## config.mk

```make
export PLATFORM = sky130hd
export DESIGN_NAME = rv32_instenc
export DESIGN_NICKNAME = d
export VERILOG_FILES = /design/src/rtl/rv32_instenc.sv
export SDC_FILE = /design/constraint.sdc
export NUM_CORES = 1
export LEC_CHECK = 0
export CAP_MARGIN = 20
export CORE_ASPECT_RATIO = 1.5
export CORE_MARGIN = 1.5
export CORE_UTILIZATION = 48
export CTS_CLUSTER_DIAMETER = 100
export CTS_CLUSTER_SIZE = 20
export DETAILED_ROUTE_END_ITERATION = 7
export PLACE_DENSITY_LB_ADDON = 0.25
export SLEW_MARGIN = 10
export SYNTH_ARGS = -nofsm -noshare
export SYNTH_HDL_FRONTEND = slang
export SYNTH_SLANG_ARGS = --single-unit
```

## constraint.sdc

```tcl
create_clock -name clk -period 5.9 [get_ports clk]
set_input_delay 1.77 -clock clk [delete_from_list [all_inputs] [get_ports clk]]
set_output_delay 1.77 -clock clk [all_outputs]
set_load 0.02 [all_outputs]
```

## src/rtl/rv32_instenc.sv

```systemverilog
// Streaming RV32I instruction encoder: packs decoded fields into instruction words and expands LI.
// Optional immediate range checking is enabled by defining INSTENC_RANGE_CHK_EN.
module rv32_instenc #(
    parameter logic [31:0] NOP_WORD = 32'h00000013
) (
    input  logic        clk,
    input  logic        rst,
    input  logic        in_valid,
    output logic        in_ready,
    input  logic [2:0]  in_fmt,
    input  logic [6:0]  in_opcode,
    input  logic [4:0]  in_rd,
    input  logic [4:0]  in_rs1,
    input  logic [4:0]  in_rs2,
    input  logic [2:0]  in_funct3,
    input  logic [6:0]  in_funct7,
    input  logic [31:0] in_imm,
    output logic        out_valid,
    input  logic        out_ready,
    output logic [31:0] out_instr,
    output logic        out_last,
    output logic        out_err
);

    typedef enum logic {IDLE, EMIT2} state_t;

    state_t      state;
    logic        vld_p1;
    logic        last_p1;
    logic        err_p1;
    logic [31:0] instr_p1;
    logic [4:0]  rd_p1;
    logic [11:0] lo_p1;

    logic [31:0] enc_word;
    logic        enc_two;
    logic        enc_err;
    logic        rng_err;
    logic        li_fits;
    logic [19:0] li_hi;

    // Stage p0: combinational encode of the presented bundle
    // Adding 0x800 before the >>12 only carries into bit 12 when imm[11] is set.
    assign li_hi   = in_imm[31:12] + {19'd0, in_imm[11]};
    assign li_fits = (&in_imm[31:11]) || !(|in_imm[31:11]);

`ifdef INSTENC_RANGE_CHK_EN
    logic signed [31:0] imm_s;
    assign imm_s = in_imm;

    always_comb begin
        rng_err = 1'b0;
        case (in_fmt)
            3'd1, 3'd2: rng_err = (imm_s < -32'sd2048) || (imm_s > 32'sd2047);
            3'd3:       rng_err = in_imm[0] || (imm_s < -32'sd4096) || (imm_s > 32'sd4094);
            3'd4:       rng_err = |in_imm[11:0];
            3'd5:       rng_err = in_imm[0] || (imm_s < -32'sd1048576) || (imm_s > 32'sd1048574);
            default:    rng_err = 1'b0;
        endcase
    end
`else
    assign rng_err = 1'b0;
`endif

    always_comb begin
        enc_word = NOP_WORD;
        enc_two  = 1'b0;
        enc_err  = rng_err;
        case (in_fmt)
            3'd0: enc_word = {in_funct7, in_rs2, in_rs1, in_funct3, in_rd, in_opcode};
            3'd1: enc_word = {in_imm[11:0], in_rs1, in_funct3, in_rd, in_opcode};
            3'd2: enc_word = {in_imm[11:5], in_rs2, in_rs1, in_funct3, in_imm[4:0], in_opcode};
            3'd3: enc_word = {in_imm[12], in_imm[10:5], in_rs2, in_rs1, in_funct3,
                              in_imm[4:1], in_imm[11], in_opcode};
            3'd4: enc_word = {in_imm[31:12], in_rd, in_opcode};
            3'd5: enc_word = {in_imm[20], in_imm[10:1], in_imm[11], in_imm[19:12], in_rd, in_opcode};
            3'd6: begin
                if (li_fits) begin
                    enc_word = {in_imm[11:0], 5'd0, 3'b000, in_rd, 7'h13};
                end else begin
                    enc_word = {li_hi, in_rd, 7'h37};
                    enc_two  = |in_imm[11:0];
                end
            end
            default: begin
                enc_word = NOP_WORD;
                enc_err  = 1'b1;
            end
        endcase
    end

    assign in_ready = !rst && (state == IDLE) && (!vld_p1 || out_ready);

    // Stage p1: output register and LI second-word sequencing
    always_ff @(posedge clk) begin
        if (rst) begin
            state    <= IDLE;
            vld_p1   <= 1'b0;
            instr_p1 <= 32'd0;
            last_p1  <= 1'b0;
            err_p1   <= 1'b0;
        end else begin
            case (state)
                IDLE: begin
                    if (in_valid && in_ready) begin
                        vld_p1   <= 1'b1;
                        instr_p1 <= enc_word;
                        last_p1  <= !enc_two;
                        err_p1   <= enc_err;
                        if (enc_two) begin
                            state <= EMIT2;
                            rd_p1 <= in_rd;
                            lo_p1 <= in_imm[11:0];
                        end
                    end else if (out_ready) begin
                        vld_p1 <= 1'b0;
                    end
                end
                EMIT2: begin
                    if (out_ready) begin
                        instr_p1 <= {lo_p1, rd_p1, 3'b000, rd_p1, 7'h13};
                        last_p1  <= 1'b1;
                        err_p1   <= 1'b0;
                        state    <= IDLE;
                    end
                end
                default: state <= IDLE;
            endcase
        end
    end

    assign out_valid = vld_p1;
    assign out_instr = instr_p1;
    assign out_last  = last_p1;
    assign out_err   = err_p1;

endmodule

```

Yosys cells after proc, flatten, opt, wreduce, memory -nomap -nowiden
Cells that the tools add are included.
{ "word_totals": {"wordCells": 55, "regBits": 53, "in_bits": 71, "output_inout_bits": 36} }
{ "classes": {"add_sub_neg": 1, "n_reduce_logical": 18, "mux": 19, "n_bitwise": 2, "n_eq_ne": 8} }
{ "op_table": {"columns": ["operator", "count"], "rows": [
  ["$pmux 32 s7", 1],
  ["$mux 32", 3],
  ["$pmux 32 s2", 1],
  ["$reduce_and 21->1", 1],
  ["$reduce_or 21->1", 1],
  ["$add 20x1->20", 1],
  ["$reduce_or 12->1", 1],
  ["$mux 1", 11],
  ["$eq 3x3->1 const B", 3],
  ["$reduce_or 7->1", 1],
  ["$eq 3x2->1 const B", 2],
  ["$pmux 1 s2", 3],
  ["$logic_not 1->1", 4],
  ["$reduce_and 2->1", 2],
  ["$reduce_and 4->1", 1],
  ["$eq 3x1->1 const B", 1],
  ["$logic_and 1x1->1", 3],
  ["$logic_not 3->1", 1],
  ["$logic_or 1x1->1", 2],
  ["$ne 2x1->1 const B", 1],
  ["$ne 2x2->1 const B", 1],
  ["$not 1->1", 2],
  ["$reduce_bool 2->1", 1]
]} }

Longest topological paths before layout
Gate-level depths: netlist of the first run.
{ "depth": {"ltp_word": 8, "mapped_depth": 8, "ltp_nobuf": 7} }

Worst setup path before layout of the first run
OpenSTA, ideal clock, no wires.
{ "synth_path": {"kind": "input -> register", "from": "in in_imm[22]", "to": "reg lo_p1[0] (enable)", "required_ns": 5.459, "path_stages": 5, "slack_ns": 1.065, "path_buffers": 1, "setup_time_ns": 0.441, "arrival_time_ns": 4.394, "path_cell_list": "clkbuf_1 > and4_1 > nand3_1 > o32ai_4 > nor4_1"} }
{ "synth_via": {"elab_chain_len": 6, "word_cells_on_any_way": 7, "classes_between": "2 x mux; 5 x reduce/logical"} }
{ "synth_rtl": {"columns": ["element", "line_no", "rtl"], "rows": [
  ["start: declaration", "17", "input logic [31:0] in_imm,"],
  ["$reduce_or 21->1", "45", "assign li_fits = (&in_imm[31:11]) || !(|in_imm[31:11]);"],
  ["$logic_not 1->1", "45", null],
  ["$logic_or 1x1->1 *", "45", null],
  ["$mux 1 *", "78", "if (li_fits) begin"],
  ["$mux 1 *", "69", "case (in_fmt)"],
  ["$reduce_and 4->1 (no line) *", null, null],
  ["end signal: assignment", "113", "lo_p1 <= in_imm[11:0];"],
  ["end: declaration", "33", "logic [11:0] lo_p1;"]
]} }
Every way passes the cells marked *; elsewhere a longest branch is shown, timed or not.
A chain may end at the register's enable or synchronous reset.

Worst setup path after layout of the first run
{ "layout_path": {"from": "in out_ready", "to": "out in_ready"} }
{ "layout_via": {"elab_chain_len": 2} }
{ "layout_rtl": {"columns": ["element", "line_no", "rtl"], "rows": [
  ["start: declaration", "19", "input logic out_ready,"],
  ["$logic_or 1x1->1", "92", "assign in_ready = !rst && (state == IDLE) && (!vld_p1 || out_ready);"],
  ["$logic_and 1x1->1", "92", null],
  ["end: declaration", "9", "output logic in_ready,"]
]} }
Every way passes these cells.

==> results of run 1 <==
[worst max-delay path by stage]
stage,slack [ns],depth (start not counted),to,from
final,0.90,4,in_ready,out_ready
after global placement,0.95,4,in_ready,out_ready
after floorplan,1.07,5,lo_p1[0],in_imm[22]
after detailed placement,0.90,4,in_ready,out_ready
after CTS,0.89,4,in_ready,out_ready
after global routing,0.81,4,in_ready,out_ready
[where the power goes]
group	internal [mW]	switching (mW)
logic	0.125	0.139
clock network	0.0800	0.121
registers	0.397	0.0103
total	0.602	0.270
[cells by family after synthesis]
logic type / count (synthesis)
AO/OA/AOI/OAI: 146
XOR/XNOR: 13
adder cells (fa/ha/maj): 3
buffers and inverters: 48
flip-flops: 53
multiplexers: 9
AND/OR/NAND/NOR: 139
[metal layers]
layer / share of wire (%) / wire length [um] / vias to the layer above
li1: - / - / 1750
met1: 39 / 4655 / 1776
met2: 48 / 5726 / 210
met3: 8.6 / 1018 / 36
met4: 3.7 / 438 / 0
met5: 0 / 0 / -
[cell usage in the layout (no fill, tap or decap), types with 7 or more instances in the layout]
cell type / netlist / layout
nor4_1: 12 / 11
a22oi_1: 13 / 13
a31oi_1: 8 / 8
inv_1: 16 / 16
dfxtp_1: 36 / 36
nor3_1: 10 / 10
a22o_1: 7 / 7
o22ai_1: 14 / 14
edfxtp_1: 17 / 17
mux2i_1: 7 / 7
xor2_1: 8 / 8
nand3_1: 13 / 13
nor2b_1: 7 / 7
o21ai_0: 36 / 36
clkdlybuf4s50_1: 0 / 106
nand2_1: 40 / 40
a21oi_1: 19 / 19
nor2_1: 22 / 22
buf_4: 0 / 11
[cell type report]
type | instances | area (sq um) | area share [%]
clock buffers | 5 | 68.82 | 1.482
clock inverters | 2 | 11.26 | 0.2425
inverters | 16 | 60.06 | 1.293
multi-input cells | 310 | 2026 | 43.63
flip-flops and latches | 53 | 1231 | 26.52
well taps | 78 | 97.59 | 2.102
repair buffers | 118 | 1149 | 24.74
[flip-flops by register name, summed over array words and instances, names as in the netlist]
signal	cells
out_instr	32
rd_p1	5
lo_p1	12
out_valid	1
out_err	1
out_last	1
state	1
[critical path, cell delays in order]
cell	delay, ns
clkdlybuf4s50_1	0.60
nor2b_1	0.10
nor3_1	0.14
clkdlybuf4s50_1	0.62
==> flow_summary.yaml, run 1 <==
yosys:
  synth.avg_cell_area_sq_um: 8.451
  ys_warn_count: 0
  synth-xor-area-share_pct: 3.278
  synth_fa_ha_area_share_pct: 1.081
  syn_area_sq_um: 3473
  synth_compound_area_share_pct: 29.68
  synth_mux_area_share_pct: 2.666
  synth-seq-cells: 53
  synth_top_family_by_area: "compound AO/OA/AOI/OAI gates"
  synth_ff_type: "dfxtp_1"
  ys_seq_area_share_pct: 35.45
  synthCells: 411
  synth_fp_nets: 485
  yosysTopAreaCell: "dfxtp_1"
  synth-edff-count: 17
  ys_async_sr_fraction_pct: 0
  yosys-top-cells-count: "nand2_1, dfxtp_1, o21ai_0"
  synth.top_cell.area_share_pct: 20.75
  synth-simple-area-share_pct: 21.43
  synth.most_common_cell: "nand2_1"
  synth.distinct_cells: 69
  synthTopCellsByArea: "dfxtp_1, edfxtp_1, o21ai_0, nand2_1, a22oi_1"
clocking:
  cts_buffers: 5
  ctsResizeCount: 0
  clock_sinks: 53
  cts_max_level: 2
  cts_tree: "done"
  cts_root_buffer: "clkbuf_8"
  cts_buffer_depth: 2
  cts_setup_buffers: 0
  ctsHoldBuffers: 0
  clk_pin_slew_ns: 0.09
  clock_latency_ns: 0.32
critical_path:
  critPathArrivalTime_ns: 3.23
  r2r-start: "state"
  r2r_end: "rd_p1[0]"
  rrSetupSlack_ns: 3.40
  crit_required_ns: 4.13
  crit_type: "input pin to output pin"
  critPathLaunchType: "input pin"
  crit_fanout: 7
  critPathCaptureType: "output pin"
  rr_worst_depth: 5
timing:
  finClkSkew_ns: 0.005753
  tns_ns: 0
  finalWorstSetupSlack_ns: 0.8978
  hold_viol: 0
  slew_headroom_pct: 26.24
  worst_pin_slew_ns: 1.106
  period_share_pct: 84.78
  fmax_mhz: 199.9
  maxSlewViolCount: 0
  post-route-min-period_ns: 5.002
  setup_viol: 0
  rsz0062_at_grt: "no"
  hold_slack_ns: 0.4876
detailed_routing:
  wl_per_cell_um: 20.34
  via_count: 3772
  antenna_left: 0
  via_per_inst: 6.481
  routed_wl_mm: 11.84
  drt_first_pass_iters: 6
  drc: 0
  drt_iter0_drc: 389
finish:
  fin_cells: 582
  nets: 578
  areaGrowthSynthToFinish_pct: 33.68
  post-route-util_pct: 66.86
  drive_above_1_share_pct: 7.540
  final_cell_area_sq_um: 4643
  fillers: 607
  antenna_cells: 0
grt:
  grt_first_pass_wirelength_mm: 18.61
  use_met2_pct: 52.25
  met3_usage_pct: 5.263
  antenna_found_initial: 0
  grt_max_degree: 38
  grtUsageMet1_pct: 38.17
  grt.busiest_layer: "met2"
  grt.total_usage_pct: 31.29
  grt_remaining_overflow: 0
  grt_pass1_vias: 3670
placement:
  post-place-ws_ns: 0.9007
  dp.cells: 574
  routabilityCongestion: 0.9639
  place.port_buffers: 106
  placed_area_sq_um: 4558
  hpwl_mm: 8.699
floorplanning:
  rows: 37
  die_w_um: 72.46
  dieArea_sq_um: 7766
  start_util_pct: 50.02
  die_y_um: 107.2
  core_sq_um: 6944
  ios: 107
status:
  status: "finished clean"
pwr:
  finalPower_mw: 0.8719
  p_leak_nw: 1.636
  power_density_nw_per_um2: 187.8
  peakVddDrop_uv: 99.40
min_path:
  min-delay-start: "out_err"
  min_to: "out_err"
  holdPathStages: 2
  worstHoldPathType: "flop to flop"
flow_run:
  drv_cap: 0
Power figures use the tool's default switching activity.
==> run 2: changes to the inputs <==
--- a/config.mk
+++ b/config.mk
@@ -8,7 +8,7 @@
 export CAP_MARGIN = 20
 export CORE_ASPECT_RATIO = 1.5
 export CORE_MARGIN = 1.5
-export CORE_UTILIZATION = 48
+export CORE_UTILIZATION = 43
 export CTS_CLUSTER_DIAMETER = 100
 export CTS_CLUSTER_SIZE = 20
 export DETAILED_ROUTE_END_ITERATION = 7
==> constraint.sdc (replaced) <==
create_clock -name clk -period 4.1 [get_ports clk]
set_input_delay 1.23 -clock clk [delete_from_list [all_inputs] [get_ports clk]]
set_output_delay 1.23 -clock clk [all_outputs]
set_load 0.02 [all_outputs]
==> run 2 against run 1 <==
Against the previous run: sequential cell count did not move; sequential power rose by 44%; utilization fell by 5.2 points; first-iteration DRC count fell by 24%; critical endpoint unchanged.
==> flow_summary.yaml, run 2 (synthesis gave the netlist of run 1 again) <==
status:
  status: "finished clean"
min_path:
  worstHoldPathType: "flop to flop"
finish:
  areaGrowthSynthToFinish_pct: 40.35
  multi_input_area_sq_um: 2034
  largest_reg_flops: 32
  nets: 591
  regArea_sq_um: 1231
  drive_above_1_share_pct: 10.23
  antenna_cells: 0
  layout_common_cells: "clkdlybuf4s50_1, nand2_1, o21ai_0, dfxtp_1, buf_4"
  final_cell_area_sq_um: 4875
  fillers: 734
  final_common_cell: "clkdlybuf4s50_1"
grt:
  grt.total_usage_pct: 28.97
  grt_max_degree: 38
  antenna_found_initial: 0
  grt_remaining_overflow: 0
  grt_pass1_vias: 3697
  grt_first_pass_wirelength_mm: 19.74
placement:
  place.port_buffers: 106
  placed_area_sq_um: 4706
  routabilityCongestion: 0.9035
  hpwl_mm: 9.422
pwr:
  intPower_mw: 1.049
  peakVddDrop_uv: 189.7
  p_seq_share_pct: 40.2
  p_leak_nw: 1.744
  power_density_nw_per_um2: 299.7
  p_switching_mw: 0.4121
  clock_power_share_pct: 33.0
  finalPower_mw: 1.461
  power_frac_comb_pct: 26.8
  p_sw_share_pct: 28.21
timing:
  setup_viol: 0
  fmax_mhz: 264.0
  post-route-min-period_ns: 3.788
  hold_viol: 0
  finClkSkew_ns: 0.01127
  period_share_pct: 92.39
  maxSlewViolCount: 0
  slew_headroom_pct: 52.01
  rsz0062_at_grt: "no"
  worst_pin_slew_ns: 0.7145
  tns_ns: 0
detailed_routing:
  via_count: 3781
  drt_first_pass_iters: 5
  wl_per_cell_um: 20.03
  via_per_inst: 6.069
  antenna_left: 0
  routed_wl_mm: 12.48
  drc: 0
  drt_iter0_drc: 297
critical_path:
  crit_fanout: 2
  crit_type: "input pin to output pin"
  critPathArrivalTime_ns: 2.56
  cpMostUsedCell: "clkdlybuf4s50_1"
  cp_slowest_cell: "clkdlybuf4s50_1"
  critPathCaptureType: "output pin"
  path_cells: "clkdlybuf4s50_1 -> nor3_1 -> clkdlybuf4s50_1"
  max_stage_delay_ns: 0.63
  critPathLaunchType: "input pin"
  crit_required_ns: 2.87
clocking:
  clock_sinks: 53
  cts_buffers: 5
  cts_buffer_depth: 2
  ctsHoldBuffers: 0
  cts_setup_buffers: 0
  cts_root_buffer: "clkbuf_16"
  clk_pin_slew_ns: 0.07
  ctsResizeCount: 0
  cts_tree: "done"
  clock_latency_ns: 0.29
  cts_max_level: 2
floorplanning:
  die_w_um: 76.38
  core_sq_um: 7908
  die_y_um: 113.1
  start_util_pct: 43.92
  rows: 40
  dieArea_sq_um: 8637
  ios: 107
flow_run:
  drv_cap: 0
[run 2: changes by cell type in the layout (fill, tap and decap cells not counted), sizes merged]
cell      change
clkinvlp      -1
buf          +13
bufinv        +1
inv           +1
[run 2: final timing paths]
kind / slack (ns) / cells past startpoint / from / endpoint
setup / recovery: 0.31 / 3 / rst / in_ready
hold reg to reg: 0.48 / 2 / out_err / out_err
hold / removal: 0.48 / 2 / out_err / out_err
setup reg to reg: 1.50 / 5 / state / rd_p1[4]
[run 2: cell type report]
| cell class | count | area share, % |
|---|---|---|
| clock buffer | 5 | 2.567 |
| clock inverter | 3 | 0.8984 |
| inverter | 16 | 1.232 |
| multi-input combinational | 310 | 41.74 |
| sequential | 53 | 25.26 |
| tap | 105 | 2.695 |
| timing repair buffer | 131 | 25.62 |
[run 2: metal layers]
metal / global-route usage (%) / wire length [um]
met2: 51.61 / 6365
met1: 36.27 / 5149
met3: 3.065 / 685
met5: 0 / 0
met4: 9.877 / 278
[run 2: stage by stage]
step,hold slack (ns),worst slack [ns],instances,util [%]
4_1_cts,0.4784,0.2894,623,61.65
6_report,0.4799,0.3119,623,61.65
5_1_grt,0.5073,0.2146,623,61.65
3_3_place_gp,0.4600,0.3102,615,59.51
3_5_place_dp,0.4683,0.2878,615,59.51
2_1_floorplan,0.5158,0.5683,411,-
[run 2: worst max-delay path: cells and delay by family]
family | cells | cell delay [ns]
buf+inv | 2 | 1.12
simple gates | 1 | 0.20
[run 2: power groups by stage]
stage                     Sequential [mW]  Clock [mW]  Combinational (mW)
after CTS                           0.588       0.486               0.389
after floorplan                     0.631           0               0.152
after global placement              0.599           0               0.385
after detailed placement            0.600           0               0.388
final                               0.588       0.482               0.391
after global routing                0.590       0.504               0.418
